## config.mk

```make
export PLATFORM = sky130hd
export DESIGN_NAME = ps2_scan_receiver
export DESIGN_NICKNAME = d
export VERILOG_FILES = /design/src/rtl/ps2_pkg.sv /design/src/rtl/ps2_code_fifo.sv /design/src/rtl/ps2_scan_receiver.sv
export SDC_FILE = /design/constraint.sdc
export NUM_CORES = 1
export LEC_CHECK = 0
export CAP_MARGIN = 20
export CORE_MARGIN = 4
export CORE_UTILIZATION = 35
export DETAILED_ROUTE_END_ITERATION = 16
export HOLD_SLACK_MARGIN = 0.02
export PLACE_DENSITY = 0.51
export SLEW_MARGIN = 20
export SYNTH_ARGS = -nofsm -noshare
export SYNTH_HDL_FRONTEND = slang
export SYNTH_SLANG_ARGS = --single-unit
```

## constraint.sdc

```tcl
create_clock -name clock -period 5.6 [get_ports clock]
set_input_delay 1.4 -clock clock [delete_from_list [all_inputs] [get_ports clock]]
set_output_delay 1.4 -clock clock [all_outputs]
set_load 0.05 [all_outputs]
```

## src/rtl/ps2_pkg.sv

```systemverilog
// rtl/ps2_pkg.sv - shared types and constants for the PS/2 scan-code receiver
// Contents:
//   ps2_state_t      frame FSM states
//   PS2_EXT/PS2_BRK  prefix bytes folded into flags
//   ENTRY_*          layout of one FIFO entry {ext, brk, code}
//   odd_parity_ok    true when data plus parity bit hold an odd number of ones
package ps2_pkg;

  typedef enum logic [1:0] {
    IDLE,
    DATA,
    PARITY,
    STOP
  } ps2_state_t;

  localparam logic [7:0] PS2_EXT = 8'hE0;
  localparam logic [7:0] PS2_BRK = 8'hF0;

  localparam int ENTRY_W  = 10;
  localparam int CODE_LSB = 0;
  localparam int CODE_W   = 8;
  localparam int BRK_BIT  = 8;
  localparam int EXT_BIT  = 9;

  function automatic logic odd_parity_ok(input logic [7:0] data, input logic par);
    return ^{data, par};
  endfunction

endpackage

```

## src/rtl/ps2_code_fifo.sv

```systemverilog
// rtl/ps2_code_fifo.sv - show-ahead synchronous FIFO for decoded scan codes
// Ports:
//   clock, reset        system clock, synchronous active-high reset
//   push, push_data     write request and entry; ignored when full unless popping
//   pop                 consumer accepts head; ignored when empty
//   head_data           entry at the head, zero when empty
//   full, empty, count  occupancy status
module ps2_code_fifo #(
  parameter int DEPTH = 8,
  parameter int WIDTH = 10
) (
  input  logic                       clock,
  input  logic                       reset,
  input  logic                       push,
  input  logic [WIDTH-1:0]           push_data,
  input  logic                       pop,
  output logic [WIDTH-1:0]           head_data,
  output logic                       full,
  output logic                       empty,
  output logic [$clog2(DEPTH+1)-1:0] count
);

  localparam int AW = $clog2(DEPTH);
  localparam int CW = $clog2(DEPTH + 1);

  logic [WIDTH-1:0] mem [DEPTH];
  logic [AW-1:0]    wr_ptr;
  logic [AW-1:0]    rd_ptr;
  logic             pop_ok;
  logic             push_ok;

  assign full  = (count == CW'(DEPTH));
  assign empty = (count == '0);

  // A pop frees a slot in the same cycle, so a full FIFO still accepts a push.
  assign pop_ok  = pop && !empty;
  assign push_ok = push && (!full || pop_ok);

  assign head_data = empty ? '0 : mem[rd_ptr];

  always_ff @(posedge clock) begin
    if (push_ok) begin
      mem[wr_ptr] <= push_data;
    end
  end

  // Pointers wrap naturally because DEPTH is a power of two.
  always_ff @(posedge clock) begin
    if (reset) begin
      wr_ptr <= '0;
      rd_ptr <= '0;
      count  <= '0;
    end else begin
      if (push_ok) begin
        wr_ptr <= wr_ptr + 1'b1;
      end
      if (pop_ok) begin
        rd_ptr <= rd_ptr + 1'b1;
      end
      case ({push_ok, pop_ok})
        2'b10:   count <= count + 1'b1;
        2'b01:   count <= count - 1'b1;
        default: count <= count;
      endcase
    end
  end

endmodule

```

## src/rtl/ps2_scan_receiver.sv

```systemverilog
// rtl/ps2_scan_receiver.sv - PS/2 frame receiver with prefix folding and code FIFO
// Ports:
//   clock, reset         system clock, synchronous active-high reset
//   PS2C, PS2D           raw asynchronous PS/2 clock and data
//   out_valid/out_ready  head handshake; out_code/out_ext/out_brk describe the head
//   fifo_count           entries held
//   parity_err           pulse: frame parity wrong
//   frame_err            pulse: stop bit low or mid-frame timeout
//   overflow             pulse: decoded code dropped because the FIFO was full
module ps2_scan_receiver
  import ps2_pkg::*;
#(
  parameter int SAMPLE_DIV    = 250,
  parameter int FILTER_LEN    = 4,
  parameter int TIMEOUT_TICKS = 800,
  parameter int DEPTH         = 8
) (
  input  logic                       clock,
  input  logic                       reset,
  input  logic                       PS2C,
  input  logic                       PS2D,
  output logic                       out_valid,
  input  logic                       out_ready,
  output logic [7:0]                 out_code,
  output logic                       out_ext,
  output logic                       out_brk,
  output logic [$clog2(DEPTH+1)-1:0] fifo_count,
  output logic                       parity_err,
  output logic                       frame_err,
  output logic                       overflow
);

  localparam int DIV_W = $clog2(SAMPLE_DIV);
  localparam int TO_W  = $clog2(TIMEOUT_TICKS + 1);

  logic c_meta, c_sync, d_meta, d_sync;

  always_ff @(posedge clock) begin
    c_meta <= PS2C;
    c_sync <= c_meta;
    d_meta <= PS2D;
    d_sync <= d_meta;
  end

  logic [DIV_W-1:0] div_cnt;
  logic             tick;

  assign tick = (div_cnt == DIV_W'(SAMPLE_DIV - 1));

  always_ff @(posedge clock) begin
    if (reset || tick) begin
      div_cnt <= '0;
    end else begin
      div_cnt <= div_cnt + 1'b1;
    end
  end

  // Glitch filter: the filtered clock only moves once FILTER_LEN consecutive
  // samples agree, so the falling edge is decided on the newest sample.
  logic [FILTER_LEN-1:0] filt_sh;
  logic [FILTER_LEN-1:0] filt_next;
  logic                  filt_clk;
  logic                  fall;

  assign filt_next = {filt_sh[FILTER_LEN-2:0], c_sync};
  assign fall      = tick && filt_clk && (filt_next == '0);

  always_ff @(posedge clock) begin
    if (reset) begin
      filt_sh  <= '1;
      filt_clk <= 1'b1;
    end else if (tick) begin
      filt_sh <= filt_next;
      if (filt_next == '1) begin
        filt_clk <= 1'b1;
      end else if (filt_next == '0) begin
        filt_clk <= 1'b0;
      end
    end
  end

  ps2_state_t state_q, state_d;
  logic [2:0] bit_cnt_q, bit_cnt_d;
  logic [7:0] shift_q, shift_d;
  logic       par_q, par_d;
  logic       done_d, perr_d, ferr_d;
  logic [TO_W-1:0] to_cnt;
  logic       timeout;

  assign timeout = (state_q != IDLE) && (to_cnt == TO_W'(TIMEOUT_TICKS));

  always_ff @(posedge clock) begin
    if (reset || state_q == IDLE || fall) begin
      to_cnt <= '0;
    end else if (tick && !timeout) begin
      to_cnt <= to_cnt + 1'b1;
    end
  end

  always_comb begin
    state_d   = state_q;
    bit_cnt_d = bit_cnt_q;
    shift_d   = shift_q;
    par_d     = par_q;
    done_d    = 1'b0;
    perr_d    = 1'b0;
    ferr_d    = 1'b0;
    if (timeout) begin
      state_d = IDLE;
      ferr_d  = 1'b1;
    end else if (fall) begin
      case (state_q)
        IDLE: begin
          if (!d_sync) begin
            state_d   = DATA;
            bit_cnt_d = 3'd0;
          end
        end
        DATA: begin
          shift_d   = {d_sync, shift_q[7:1]};
          bit_cnt_d = bit_cnt_q + 3'd1;
          if (bit_cnt_q == 3'd7) begin
            state_d = PARITY;
          end
        end
        PARITY: begin
          par_d   = d_sync;
          state_d = STOP;
        end
        STOP: begin
          perr_d  = !odd_parity_ok(shift_q, par_q);
          ferr_d  = !d_sync;
          done_d  = d_sync && odd_parity_ok(shift_q, par_q);
          state_d = IDLE;
        end
        default: state_d = IDLE;
      endcase
    end
  end

  logic       byte_done;
  logic [7:0] code_q;

  always_ff @(posedge clock) begin
    if (reset) begin
      state_q    <= IDLE;
      bit_cnt_q  <= 3'd0;
      shift_q    <= 8'd0;
      par_q      <= 1'b0;
      byte_done  <= 1'b0;
      code_q     <= 8'd0;
      parity_err <= 1'b0;
      frame_err  <= 1'b0;
    end else begin
      state_q    <= state_d;
      bit_cnt_q  <= bit_cnt_d;
      shift_q    <= shift_d;
      par_q      <= par_d;
      byte_done  <= done_d;
      parity_err <= perr_d;
      frame_err  <= ferr_d;
      if (done_d) begin
        code_q <= shift_q;
      end
    end
  end

  // Prefix bytes only arm flags; the next real code carries them into the FIFO.
  logic ext_pend, brk_pend;
  logic is_prefix;
  logic push;
  logic [ENTRY_W-1:0] entry;
  logic [ENTRY_W-1:0] head;
  logic fifo_full, fifo_empty;

  assign is_prefix = (code_q == PS2_EXT) || (code_q == PS2_BRK);
  assign push      = byte_done && !is_prefix;

  always_ff @(posedge clock) begin
    if (reset || parity_err || frame_err) begin
      ext_pend <= 1'b0;
      brk_pend <= 1'b0;
    end else if (byte_done) begin
      if (code_q == PS2_EXT) begin
        ext_pend <= 1'b1;
      end else if (code_q == PS2_BRK) begin
        brk_pend <= 1'b1;
      end else begin
        ext_pend <= 1'b0;
        brk_pend <= 1'b0;
      end
    end
  end

  always_comb begin
    entry                       = '0;
    entry[EXT_BIT]              = ext_pend;
    entry[BRK_BIT]              = brk_pend;
    entry[CODE_LSB +: CODE_W]   = code_q;
  end

  ps2_code_fifo #(
    .DEPTH(DEPTH),
    .WIDTH(ENTRY_W)
  ) u_fifo (
    .clock     (clock),
    .reset     (reset),
    .push      (push),
    .push_data (entry),
    .pop       (out_ready),
    .head_data (head),
    .full      (fifo_full),
    .empty     (fifo_empty),
    .count     (fifo_count)
  );

  assign out_valid = !fifo_empty;
  assign out_code  = head[CODE_LSB +: CODE_W];
  assign out_ext   = head[EXT_BIT];
  assign out_brk   = head[BRK_BIT];
  assign overflow  = !reset && push && fifo_full && !(out_valid && out_ready);

endmodule

```

Word level (Yosys, flattened, before mapping) --
Memories as Yosys holds them, arrays and structs flattened. A register that Yosys moved wholly into a read port is not among the register bits. Cells that the tools add are included.
Storage, ports and cells: word-level logic and storage cells 113, memories 1, input bits 5, bits in writable memories 80, output and inout port bits 18, register bits after elaboration 63
Cells by class: reductions and logical operators 43, multiplexer cells 22, bitwise operators 4, add/subtract/negate cells 7, equality and inequality tests 15
Memories:
- u_fifo.mem | depth 8, width 10, read ports 1, clocked after memory_dff 1, wr ports 1, line ps2_code_fifo.sv:26 | logic [WIDTH-1:0] mem [DEPTH];
Operators by type and width (number):
- $eq A8 B8 Y1 const B | 3
- $mux W1 | 13
- $logic_and A1 B1 Y1 | 11
- $add A10 B1 Y10 const B | 1
- $eq A10 B10 Y1 const B | 1
- $mux W10 | 1
- $add A3 B1 Y3 const B | 3
- $mux W3 | 3
- $reduce_and A3 Y1 | 3
- $reduce_xor A9 Y1 | 1
- $add A8 B1 Y8 const B | 1
- $eq A4 B4 Y1 const B | 2
- $logic_not A1 Y1 | 8
- $logic_not A4 Y1 | 2
- $pmux W2 S4 | 1
- $pmux W4 S2 | 1
- $reduce_bool A2 Y1 | 4
- $logic_or A1 B1 Y1 | 7
- $eq A2 B2 Y1 const B | 3
- $ne A2 B2 Y1 const B | 3
- $pmux W3 S2 | 1
- $reduce_and A2 Y1 | 3
- $add A4 B1 Y4 const B | 1
- $eq A2 B1 Y1 const B | 2
- 8 further kinds | 12

Logic depth before layout (Yosys ltp) --
depth in word-level cells 7, mapped depth 12, mapped depth without buffers 11

Modules after synthesis --
A second synthesis with hierarchy kept.
Unflattened totals: cell total of the unflattened synthesis 465, area, all modules 6173.4 µm²
By module, submodules not included:
- ps2_code_fifo | cells each 209, times used 1, sequential area each 2662.6 µm², area each 3762.4 µm²
- ps2_scan_receiver | cells each 256, times used 1, sequential area each 1061.0 µm², area each 2411.1 µm²

Least setup slack after synthesis --
No wires, ideal clock.
path kind input-to-output, start in reset, end out overflow, arrival time 3243 ps, buffers on the path 1, data required time 4200 ps, slack 957 ps, stages 2, cells stage by stage clkbuf_1 nor4b_1
On the way: longest elaborated chain between the ends 4
RTL lines:
- start: declaration | line ps2_scan_receiver.sv:19 | input logic reset,
- $logic_not A1 Y1 | line ps2_scan_receiver.sv:221 | assign overflow = !reset && push && fifo_full && !(out_valid && out_ready);
- $logic_and A1 B1 Y1 (3 in series) | line ps2_scan_receiver.sv:221
- end: declaration | line ps2_scan_receiver.sv:30 | output logic overflow
No other way between the ends.

==> run_results.csv <==
group,metric,value,unit
drt,dr.pass1.iters,4,
drt,wl,11100,um
hold_path,hp-class,"reg2reg",
floorplanning,fp.dieW,140,um
sta,min_period,4260,ps
placed_design,io_buffers,22,
synth,ys.flop_type,"edfxtp_1",
job,drv.max_cap_violation_count,0,
power_and_ir_drop,leakagePower,2.32,nW
synth,synthTopCellsByCount,"edfxtp_1 (80), dfxtp_1 (66), nor2_1 (60)",
synth,yosysMostFrequentCell,"edfxtp_1",
synth,yosys.area.top_type,"edfxtp_1",
floorplanning,start_util,36.1,%
floorplanning,fp.coreArea,16800,um^2
sta,tightest_slew,1050,ps
global_route,grtUsageMet1,15.4,%
global_route,busiest_layer,"met2",
synth,syn_area,6060,um^2
global_route,grt_max_degree,51,
drt,vias,3440,
sta,finalCritPeriodShare,76.2,%
drt,drc,0,
global_route,antenna_found_initial,0,
run_status,status,"finished, final reports clean",
clock_network,cts_made_buffers,17,
synth,yosysSeqAreaShare,61.5,%
layout,drive_gt1_share,14.1,%
worst_setup_path,critical_path_class,"reg2out",
layout,antenna_cells,0,
drt,drt_iter0_drc,150,
synth,synth_top_area_share,39.7,%
global_route,grt_pass1_vias,3413,
clock_network,clk_latency,410,ps
layout,post-route-util,42.5,%
placed_design,dp_slack,1650,ps
worst_setup_path,critPathSlowestCell,"dfxtp_1",
sta,whs,326,ps
layout,final_cell_count_no_fill,711,
layout,syn_to_final_growth,17.7,%
sta,fin_setup_tns,0,ps
worst_setup_path,worst-path-max-fanout,20,
sta,maxSlewViolCount,0,
synth,yosys-top-cells-area,"edfxtp_1 (40%), dfxtp_1 (22%), mux4_2 (7.4%)",
power_and_ir_drop,power_density,317,nW/um^2
worst_setup_path,slowest_delay,1010,ps
hold_path,min_from,"c_meta$_DFF_P_",
placed_design,dp_hpwl,7310,um
placed_design,gp_congestion,0.713,
worst_setup_path,cp.buffers_inverters,1,
floorplanning,rows,47,
worst_setup_path,cp-end-kind,"output pin",
drt,ant_nets,0,
clock_network,cts_tree,"done",
sta,rsz0062_at_grt,"no",
sta,relSlewSlack,30.0,%
clock_network,ctsHtreeMaxLevel,4,
layout,finish.net_count,499,
synth,synth_nets,467,
sta,hold_violations,0,
synth,ys_warn_count,0,
sta,setup-violations-final,0,
global_route,overflow,0,
synth,yosys_register_bits,146,
worst_setup_path,required,4200,ps
floorplanning,dieArea,19500,um^2
clock_network,cts-root-buf,"clkbuf_16",
worst_setup_path,rr_startpoint,"u_fifo.count[0]$_SDFFE_PP0P_",
drt,routed_via_density,4.84,
clock_network,clk_path_buf_depth,2,
worst_setup_path,crit_chain,"mux4_2 > mux2i_1 > nor2_1 > clkdlybuf4s50_1",
clock_network,hold_buffers,0,
clock_network,post_cts_buffers,0,
worst_setup_path,cp_data_arrival_time,2860,ps
sta,clock_skew,7.54,ps
synth,synth_edf_count,80,
placed_design,dp.cells,680,
clock_network,path_clk_slew,60,ps
synth,avgSynthCellArea,13.5,um^2
placed_design,dpl_cell_area,6530,um^2
layout,fin_area,7130,um^2
sta,max_clock_freq,234,MHz
synth,synth_cells,447,
clock_network,clock_sinks,146,
synth,synth-async-reset-ratio,0,%
power_and_ir_drop,ir_worst_vdd,0.000212,V
global_route,use_met2,19.4,%
worst_setup_path,crit_family,"flip-flops",
power_and_ir_drop,p_total,2.26,mW
synth,yosys.cell_types.count,52,
global_route,met3_usage,3.53,%
global_route,grt_pass1_wl,18100,um
worst_setup_path,critPathLaunchType,"register",
sta,fin_ws,1340,ps
floorplanning,io_pins,23,
drt,post_drt_wl_per_cell,15.6,um
floorplanning,die_height,140,um
global_route,grt_usage,12.1,%
clock_network,cts_resized,0,
[flip-flops by register name, indices dropped and copies added, names as in the netlist, 2 cells and up, named ones only]
signal,flops
u_fifo.rd_ptr,3
to_cnt,10
u_fifo.mem,80
div_cnt,8
u_fifo.count,4
u_fifo.wr_ptr,3
code_q,8
state_q,2
bit_cnt_q,3
filt_sh,3
shift_q,8
[cell type report]
cell class,count,area [um^2]
clock inverters,13,161
repair buffers,29,270
flip-flops and latches,146,3720
inverters,13,48.8
fillers,1560,9630
clock buffers,18,429
multi-input cells,272,2220
well taps,220,275
[power by group]
part	internal (mW)	total [mW]	switching [mW]
Clock	0.698	1.12	0.421
Combinational	0.00743	0.0163	0.00892
Sequential	1.12	1.12	0.00311
[layer usage]
layer	share of wire [%]	vias to the layer above
met5	0	-
met4	1.7	0
met3	3.5	16
met2	49	36
met1	46	1701
li1	-	1687
[kinds of logic (layout without fill, tap and decap cells)]
kind of cell	Yosys count	after routing	share of synthesized area [%]
adder cells (fa/ha/maj)	15	15	3.10
buffers and inverters	29	73	1.92
flip-flops	146	146	61.5
AND/OR/NAND/NOR	151	151	13.8
AO/OA/AOI/OAI	26	26	2.73
multiplexers	52	52	12.7
XOR/XNOR	28	28	4.28
[layout by cell type, fill, tap and decap left out, drive strengths merged, types with 3 or more instances in the layout]
cell / instances
nand3b: 3
mux2i: 32
inv: 15
and3: 3
ha: 15
or2: 4
clkdlybuf4s50: 21
or3: 4
nand3: 10
edfxtp: 80
o21ai: 3
buf: 8
a21oi: 13
dfxtp: 66
nor2b: 3
nand2: 17
nand4: 5
xor2: 14
nor4bb: 3
bufinv: 3
a211o: 3
nor3: 5
nand2b: 18
clkinv: 6
nor4b: 3
xnor2: 13
mux4: 20
nor2: 61
clkbuf: 18
[final timing paths]
path	endpoint	slack (ps)	depth (start not counted)
max	out_code[7]	1340	4
min	c_sync$_DFF_P_	330	0
max reg2reg	u_fifo.count[2]$_SDFFE_PP0P_	2270	11
min reg2reg	c_sync$_DFF_P_	330	0
No activity file was read; power rests on OpenSTA's default activity.
